**config.mk**
```make
export PLATFORM = sky130hd
export DESIGN_NAME = uart_rx_flat
export DESIGN_NICKNAME = d
export VERILOG_FILES = /design/src/rtl/uart_rx_if.sv /design/src/rtl/uart_rx.sv /design/src/flat_wrapper.sv
export SDC_FILE = /design/constraint.sdc
export NUM_CORES = 1
export LEC_CHECK = 0
export CORE_UTILIZATION = 47
export CTS_BUF_LIST = sky130_fd_sc_hd__clkbuf_8
export CTS_CLUSTER_SIZE = 8
export DETAILED_ROUTE_END_ITERATION = 8
export HOLD_SLACK_MARGIN = 0.12
export PLACE_DENSITY = 0.67
export SLEW_MARGIN = 15
export SYNTH_ARGS = -nofsm -noshare
export SYNTH_HDL_FRONTEND = slang
export SYNTH_SLANG_ARGS = --single-unit
```
**constraint.sdc**
```tcl
create_clock -name clk -period 4.2 [get_ports clk]
set_input_delay 1.26 -clock clk [delete_from_list [all_inputs] [get_ports clk]]
set_output_delay 1.26 -clock clk [all_outputs]
set_load 0.01 [all_outputs]
```
**src/rtl/uart_rx_if.sv**
```systemverilog
// Receiver-side signal bundle: serial line in, decoded byte and status pulses out.
// dbgState mirrors the receiver FSM state for observation.
interface uart_rx_if #(
   parameter int C_UART_DATA_WIDTH = 8
);
   logic                         rx;
   logic                         UART_valid;
   logic                         UART_err;
   logic [C_UART_DATA_WIDTH-1:0] UART_msg;
   logic [2:0]                   dbgState;

   // Handshake: UART_valid / UART_err are single-cycle strobes with no ready;
   // the consumer must take UART_msg in the cycle UART_valid is high.
   modport master (
      input  rx,
      output UART_valid, UART_err, UART_msg, dbgState
   );

   modport slave (
      output rx,
      input  UART_valid, UART_err, UART_msg, dbgState
   );
endinterface

```
**src/rtl/uart_rx.sv**
```systemverilog
// 8N1 serial receiver: 2-FF synchronizer, mid-bit sampling, framing-error detection.
// A stop bit sampled low parks the FSM in BREAK until the line returns high.
module uart_rx #(
   parameter int C_CLK_FRQ         = 100_000_000,
   parameter int C_UART_RATE       = 115_200,
   parameter int C_UART_DATA_WIDTH = 8
) (
   input  logic       clk,
   input  logic       rstb,
   uart_rx_if.master  uart
);
   localparam int CLKS_PER_BIT = C_CLK_FRQ / C_UART_RATE;
   localparam int HALF_BIT     = CLKS_PER_BIT / 2;
   localparam int CNT_W        = $clog2(CLKS_PER_BIT);
   localparam int IDX_W        = (C_UART_DATA_WIDTH > 1) ? $clog2(C_UART_DATA_WIDTH) : 1;

   localparam logic [CNT_W-1:0] BIT_END  = CNT_W'(CLKS_PER_BIT - 1);
   localparam logic [CNT_W-1:0] HALF_END = CNT_W'(HALF_BIT - 1);
   localparam logic [IDX_W-1:0] IDX_LAST = IDX_W'(C_UART_DATA_WIDTH - 1);

   typedef enum logic [2:0] {
      IDLE  = 3'd0,
      START = 3'd1,
      DATA  = 3'd2,
      STOP  = 3'd3,
      BREAK = 3'd4
   } rxState_t;

   rxState_t                     state, stateNext;
   logic                         rxMeta, rxS;
   logic [CNT_W-1:0]             cnt, cntNext;
   logic [IDX_W-1:0]             idx, idxNext;
   logic [C_UART_DATA_WIDTH-1:0] shiftReg, shiftNext;
   logic [C_UART_DATA_WIDTH-1:0] msgNext;
   logic                         validNext, errNext;

   assign uart.dbgState = state;

   always_ff @(posedge clk) begin
      if (rstb) begin
         rxMeta          <= 1'b1;
         rxS             <= 1'b1;
         state           <= IDLE;
         cnt             <= '0;
         idx             <= '0;
         shiftReg        <= '0;
         uart.UART_valid <= 1'b0;
         uart.UART_err   <= 1'b0;
         uart.UART_msg   <= '0;
      end else begin
         rxMeta          <= uart.rx;
         rxS             <= rxMeta;
         state           <= stateNext;
         cnt             <= cntNext;
         idx             <= idxNext;
         shiftReg        <= shiftNext;
         uart.UART_valid <= validNext;
         uart.UART_err   <= errNext;
         uart.UART_msg   <= msgNext;
      end
   end

   always_comb begin
      stateNext = state;
      cntNext   = cnt;
      idxNext   = idx;
      shiftNext = shiftReg;
      msgNext   = uart.UART_msg;
      validNext = 1'b0;
      errNext   = 1'b0;
      case (state)
         IDLE: begin
            cntNext = '0;
            if (!rxS) stateNext = START;
         end
         START: begin
            // Re-check the line half a bit in so short glitches are dropped.
            if (cnt == HALF_END) begin
               cntNext = '0;
               if (!rxS) begin
                  stateNext = DATA;
                  idxNext   = '0;
               end else begin
                  stateNext = IDLE;
               end
            end else begin
               cntNext = cnt + CNT_W'(1);
            end
         end
         DATA: begin
            if (cnt == BIT_END) begin
               cntNext        = '0;
               shiftNext[idx] = rxS;
               if (idx == IDX_LAST) stateNext = STOP;
               else                 idxNext   = idx + IDX_W'(1);
            end else begin
               cntNext = cnt + CNT_W'(1);
            end
         end
         STOP: begin
            // Leave at mid-stop-bit so a start bit right behind it is caught.
            if (cnt == BIT_END) begin
               cntNext = '0;
               if (rxS) begin
                  msgNext   = shiftReg;
                  validNext = 1'b1;
                  stateNext = IDLE;
               end else begin
                  errNext   = 1'b1;
                  stateNext = BREAK;
               end
            end else begin
               cntNext = cnt + CNT_W'(1);
            end
         end
         BREAK: begin
            cntNext = '0;
            if (rxS) stateNext = IDLE;
         end
         default: begin
            stateNext = IDLE;
            cntNext   = '0;
         end
      endcase
   end
endmodule

```
**src/flat_wrapper.sv**
```systemverilog
// flat-port wrapper written by rule: the top's interface ports become plain ports
module uart_rx_flat 
#(
   parameter int C_CLK_FRQ         = 100_000_000,
   parameter int C_UART_RATE       = 115_200,
   parameter int C_UART_DATA_WIDTH = 8
)
  (clk, rstb, uart_rx, uart_UART_valid, uart_UART_err, uart_UART_msg, uart_dbgState);
  uart_rx_if #(.C_UART_DATA_WIDTH(C_UART_DATA_WIDTH)) uart_i ();
  input  logic clk;
  input  logic rstb;
  input wire logic [$bits(uart_i.rx)-1:0] uart_rx;
  output wire logic [$bits(uart_i.UART_valid)-1:0] uart_UART_valid;
  output wire logic [$bits(uart_i.UART_err)-1:0] uart_UART_err;
  output wire logic [$bits(uart_i.UART_msg)-1:0] uart_UART_msg;
  output wire logic [$bits(uart_i.dbgState)-1:0] uart_dbgState;
  assign uart_i.rx = uart_rx;
  assign uart_UART_valid = uart_i.UART_valid;
  assign uart_UART_err = uart_i.UART_err;
  assign uart_UART_msg = uart_i.UART_msg;
  assign uart_dbgState = uart_i.dbgState;
  uart_rx #(.C_CLK_FRQ(C_CLK_FRQ), .C_UART_RATE(C_UART_RATE), .C_UART_DATA_WIDTH(C_UART_DATA_WIDTH)) u_core (.clk(clk), .rstb(rstb), .uart(uart_i));
endmodule
```
==> results.json <==
{
  "outcome": "completed",
  "synthesis.nets": 188,
  "min_path_cells": 1,
  "start_util_pct": 49.0,
  "slowest_stage": "clkdlybuf4s50_1",
  "hp-class": "flop to flop",
  "drt-pass1-iter-count": 4,
  "r2r-end": "u_core.uart.UART_msg[7]$_SDFFE_PP0P_",
  "vias_per_cell": 5.54,
  "io_pins": 16,
  "cts_resized": 0,
  "cpPeakStageDelay_ns": 0.61,
  "cts_made_buffers": 5,
  "pwr-share-seq_pct": 53.3,
  "grt_max_degree": 29,
  "finalSetupViolations": 0,
  "path_buf_inv": 1,
  "synth_commonest_cells": "36 x dfxtp_1, 25 x nor2_1, 12 x a21oi_1, 12 x nand3_1, 9 x clkbuf_1",
  "syn_inst": 181,
  "root_buffer": "clkbuf_8",
  "insertion_delay_ns": 0.28,
  "drtAntennaViolNets": 0,
  "synth_top_area_share_pct": 44.1,
  "cp_max_fo": 13,
  "fin_crit_sh_pct": 64.5,
  "drt_iter0_markers": 98,
  "switching_share_pct": 19.5,
  "async_flop_share_pct": 0,
  "synth_top_cell_by_area": "dfxtp_1",
  "row_count": 21,
  "utilization_pct": 57.3,
  "gp_congestion": 0.780,
  "path_cells": "clkdlybuf4s50_1",
  "wl_per_cell_um": 12.9,
  "n_antenna_cell": 0,
  "worstSetupEndpointType": "output port",
  "final.min_clock_period_ns": 2.71,
  "ff2ff_setup_slack_ns": 2.20,
  "htreeDepth": 2,
  "dpl.hpwl_um": 2100,
  "dominantRegCellSynth": "dfxtp_1",
  "leakagePower_nw": 0.646,
  "synth_edf_count": 0,
  "net-switching-power_w": 0.000126,
  "yosys_warnings": 0,
  "ctsHoldBuffers": 0,
  "cts_tree": "done",
  "startpoint": "u_core.uart.dbgState[0]$_SDFFE_PP0P_",
  "worstHoldEndpoint": "u_core.rxS$_SDFF_PP1_",
  "fin_nets": 201,
  "ys_ff_latch": 36,
  "p_per_area_nw_per_um2": 338,
  "layout-drive-gt1-share_pct": 8.21,
  "die_area_um2": 3720,
  "finalWirelength_um": 3110,
  "synth.area.top_cells": "dfxtp_1 44%, nor2_1 5.7%, mux2i_1 4.9%, a21oi_1 3.7%, nand3_1 3.7%",
  "vdd_drop_max_v": 0.000247,
  "timing.rr.start": "u_core.cnt[2]$_SDFF_PP0_",
  "overflow": 0,
  "critPathKind": "flop to output port",
  "grt_pass1_vias": 1211,
  "pwr-share-clk_pct": 45.1,
  "die_w_um": 61.0,
  "synth_area_um2": 1640,
  "crit_required_ns": 2.94,
  "dr_total_vias": 1335,
  "crit_family": "buffers and inverters",
  "yosys.cell_types.count": 38,
  "worst_pin_slew_ns": 0.791,
  "path_clk_slew_ns": 0.07,
  "drcViolationCount": 0,
  "cts_setup_buffers": 0,
  "ys_seq_area_share_pct": 44.1,
  "slew_headroom_pct": 46.9,
  "setup-tns-final_ns": 0,
  "clock_sinks": 36,
  "antenna_found_initial": 0,
  "p_comb_share_pct": 1.5,
  "critPathLaunchType": "flop",
  "yosys.cell_count.top_type": "dfxtp_1",
  "maxCapViolations": 0,
  "grt_pass1_wl_um": 5380,
  "cts_buffer_depth": 2,
  "slew_viol_final": 0,
  "reg2reg_depth": 4,
  "min-delay-start": "u_core.rxMeta$_SDFF_PP1_",
  "core_area_um2": 3340,
  "dieHeight_um": 61.0,
  "cp.arrival_ns": 1.45,
  "syn_avg_cell_area_um2": 9.03,
  "portBuffers": 15,
  "grt_usage_pct": 20.1,
  "p_int_w": 0.000521,
  "rsz0062_at_grt": "no",
  "clock_skew_ns": 0.00320,
  "hold_viol_final": 0,
  "clock.fmax_mhz": 369,
  "area_growth_pct": 17.0
}
-- per-layer routing --
layer	share of wire (%)	GRT usage (%)	wire [um]	vias to the layer above
li1	-	-	-	679
met1	47	24.0	1460	637
met2	48	33.3	1500	14
met3	2.8	6.40	87	5
met4	1.8	8.77	57	0
met5	0	0	0	-
-- state kept, by name, summed over array words and instances, names as in the netlist --
register	cells
u_core.shiftReg	8
u_core.uart.dbgState	3
u_core.cnt	10
u_core.idx	3
u_core.uart.UART_msg	8
u_core.rxMeta	1
u_core.uart.UART_valid	1
u_core.uart.UART_err	1
u_core.rxS	1
-- metrics by stage --
step | hold slack [ns] | std cells | power [W] | area, um^2 | worst slack, ns
after floorplan | 0.389 | 181 | 0.000358 | 1640 | 2.11
after global placement | 0.397 | 233 | 0.000362 | 1810 | 1.60
after detailed placement | 0.402 | 233 | 0.000362 | 1810 | 1.54
after CTS | 0.422 | 241 | 0.000652 | 1910 | 1.50
after global routing | 0.440 | 241 | 0.000672 | 1910 | 1.42
final | 0.420 | 241 | 0.000647 | 1910 | 1.49
-- cells by family (layout without fill, tap and decap cells) --
logic type	after synthesis	after routing	synth area share (%)
buffers and inverters	12	26	3.21
muxes	8	8	4.90
and+or+nand+nor	84	84	30.4
AOI/OAI and AO/OA	29	29	10.1
xor gates and xnor gates	8	8	4.28
adders and majority gates	4	4	3.06
DFF	36	36	44.1
-- layout by cell type, fill, tap and decap left out, types with 2 or more instances in the layout --
cell type | Yosys | routed
a21oi_1 | 12 | 12
a31oi_1 | 2 | 2
and4_1 | 3 | 3
clkbuf_8 | 0 | 5
clkdlybuf4s50_1 | 0 | 15
dfxtp_1 | 36 | 36
ha_1 | 4 | 4
inv_1 | 2 | 3
mux2i_1 | 8 | 8
nand2_1 | 7 | 7
nand2b_1 | 5 | 5
nand3_1 | 12 | 12
nand4_1 | 8 | 8
nand4b_1 | 2 | 2
nor2_1 | 25 | 25
nor2b_1 | 4 | 4
nor3_1 | 2 | 2
nor4b_1 | 2 | 2
nor4bb_1 | 2 | 2
o21ai_0 | 8 | 8
o31ai_1 | 3 | 3
or2_2 | 2 | 2
xnor2_1 | 3 | 3
xor2_1 | 5 | 5
-- final cells by class --
class                   count  area [um^2]
clock inverters             3         38.8
fillers                   315         1420
multi-input cells         133          862
clock buffers               5         68.8
flip-flops and latches     36          721
well taps                  46         57.6
repair buffers             16          158
inverters                   2         7.51
-- worst max-delay path by stage --
stage	endpoint	slack, ns	cells past startpoint
2_1_floorplan	u_core.idx[0]$_SDFFE_PP0P_	2.11	4
3_3_place_gp	u_core.idx[0]$_SDFFE_PP0P_	1.60	5
3_5_place_dp	u_core.idx[0]$_SDFFE_PP0P_	1.54	5
4_1_cts	uart_dbgState[0]	1.50	1
5_1_grt	uart_dbgState[0]	1.42	1
6_report	uart_dbgState[0]	1.49	1
-- power by group through the flow --
| stage | logic [W] | clock network, W | registers, W |
|---|---|---|---|
| 6_report | 0.00000999 | 0.000292 | 0.000345 |
| 5_1_grt | 0.0000108 | 0.000316 | 0.000345 |
| 4_1_cts | 0.0000101 | 0.000297 | 0.000345 |
| 3_5_place_dp | 0.00000985 | 0 | 0.000353 |
| 3_3_place_gp | 0.00000961 | 0 | 0.000353 |
| 2_1_floorplan | 0.00000750 | 0 | 0.000351 |
(Power assumes the default switching activity.)
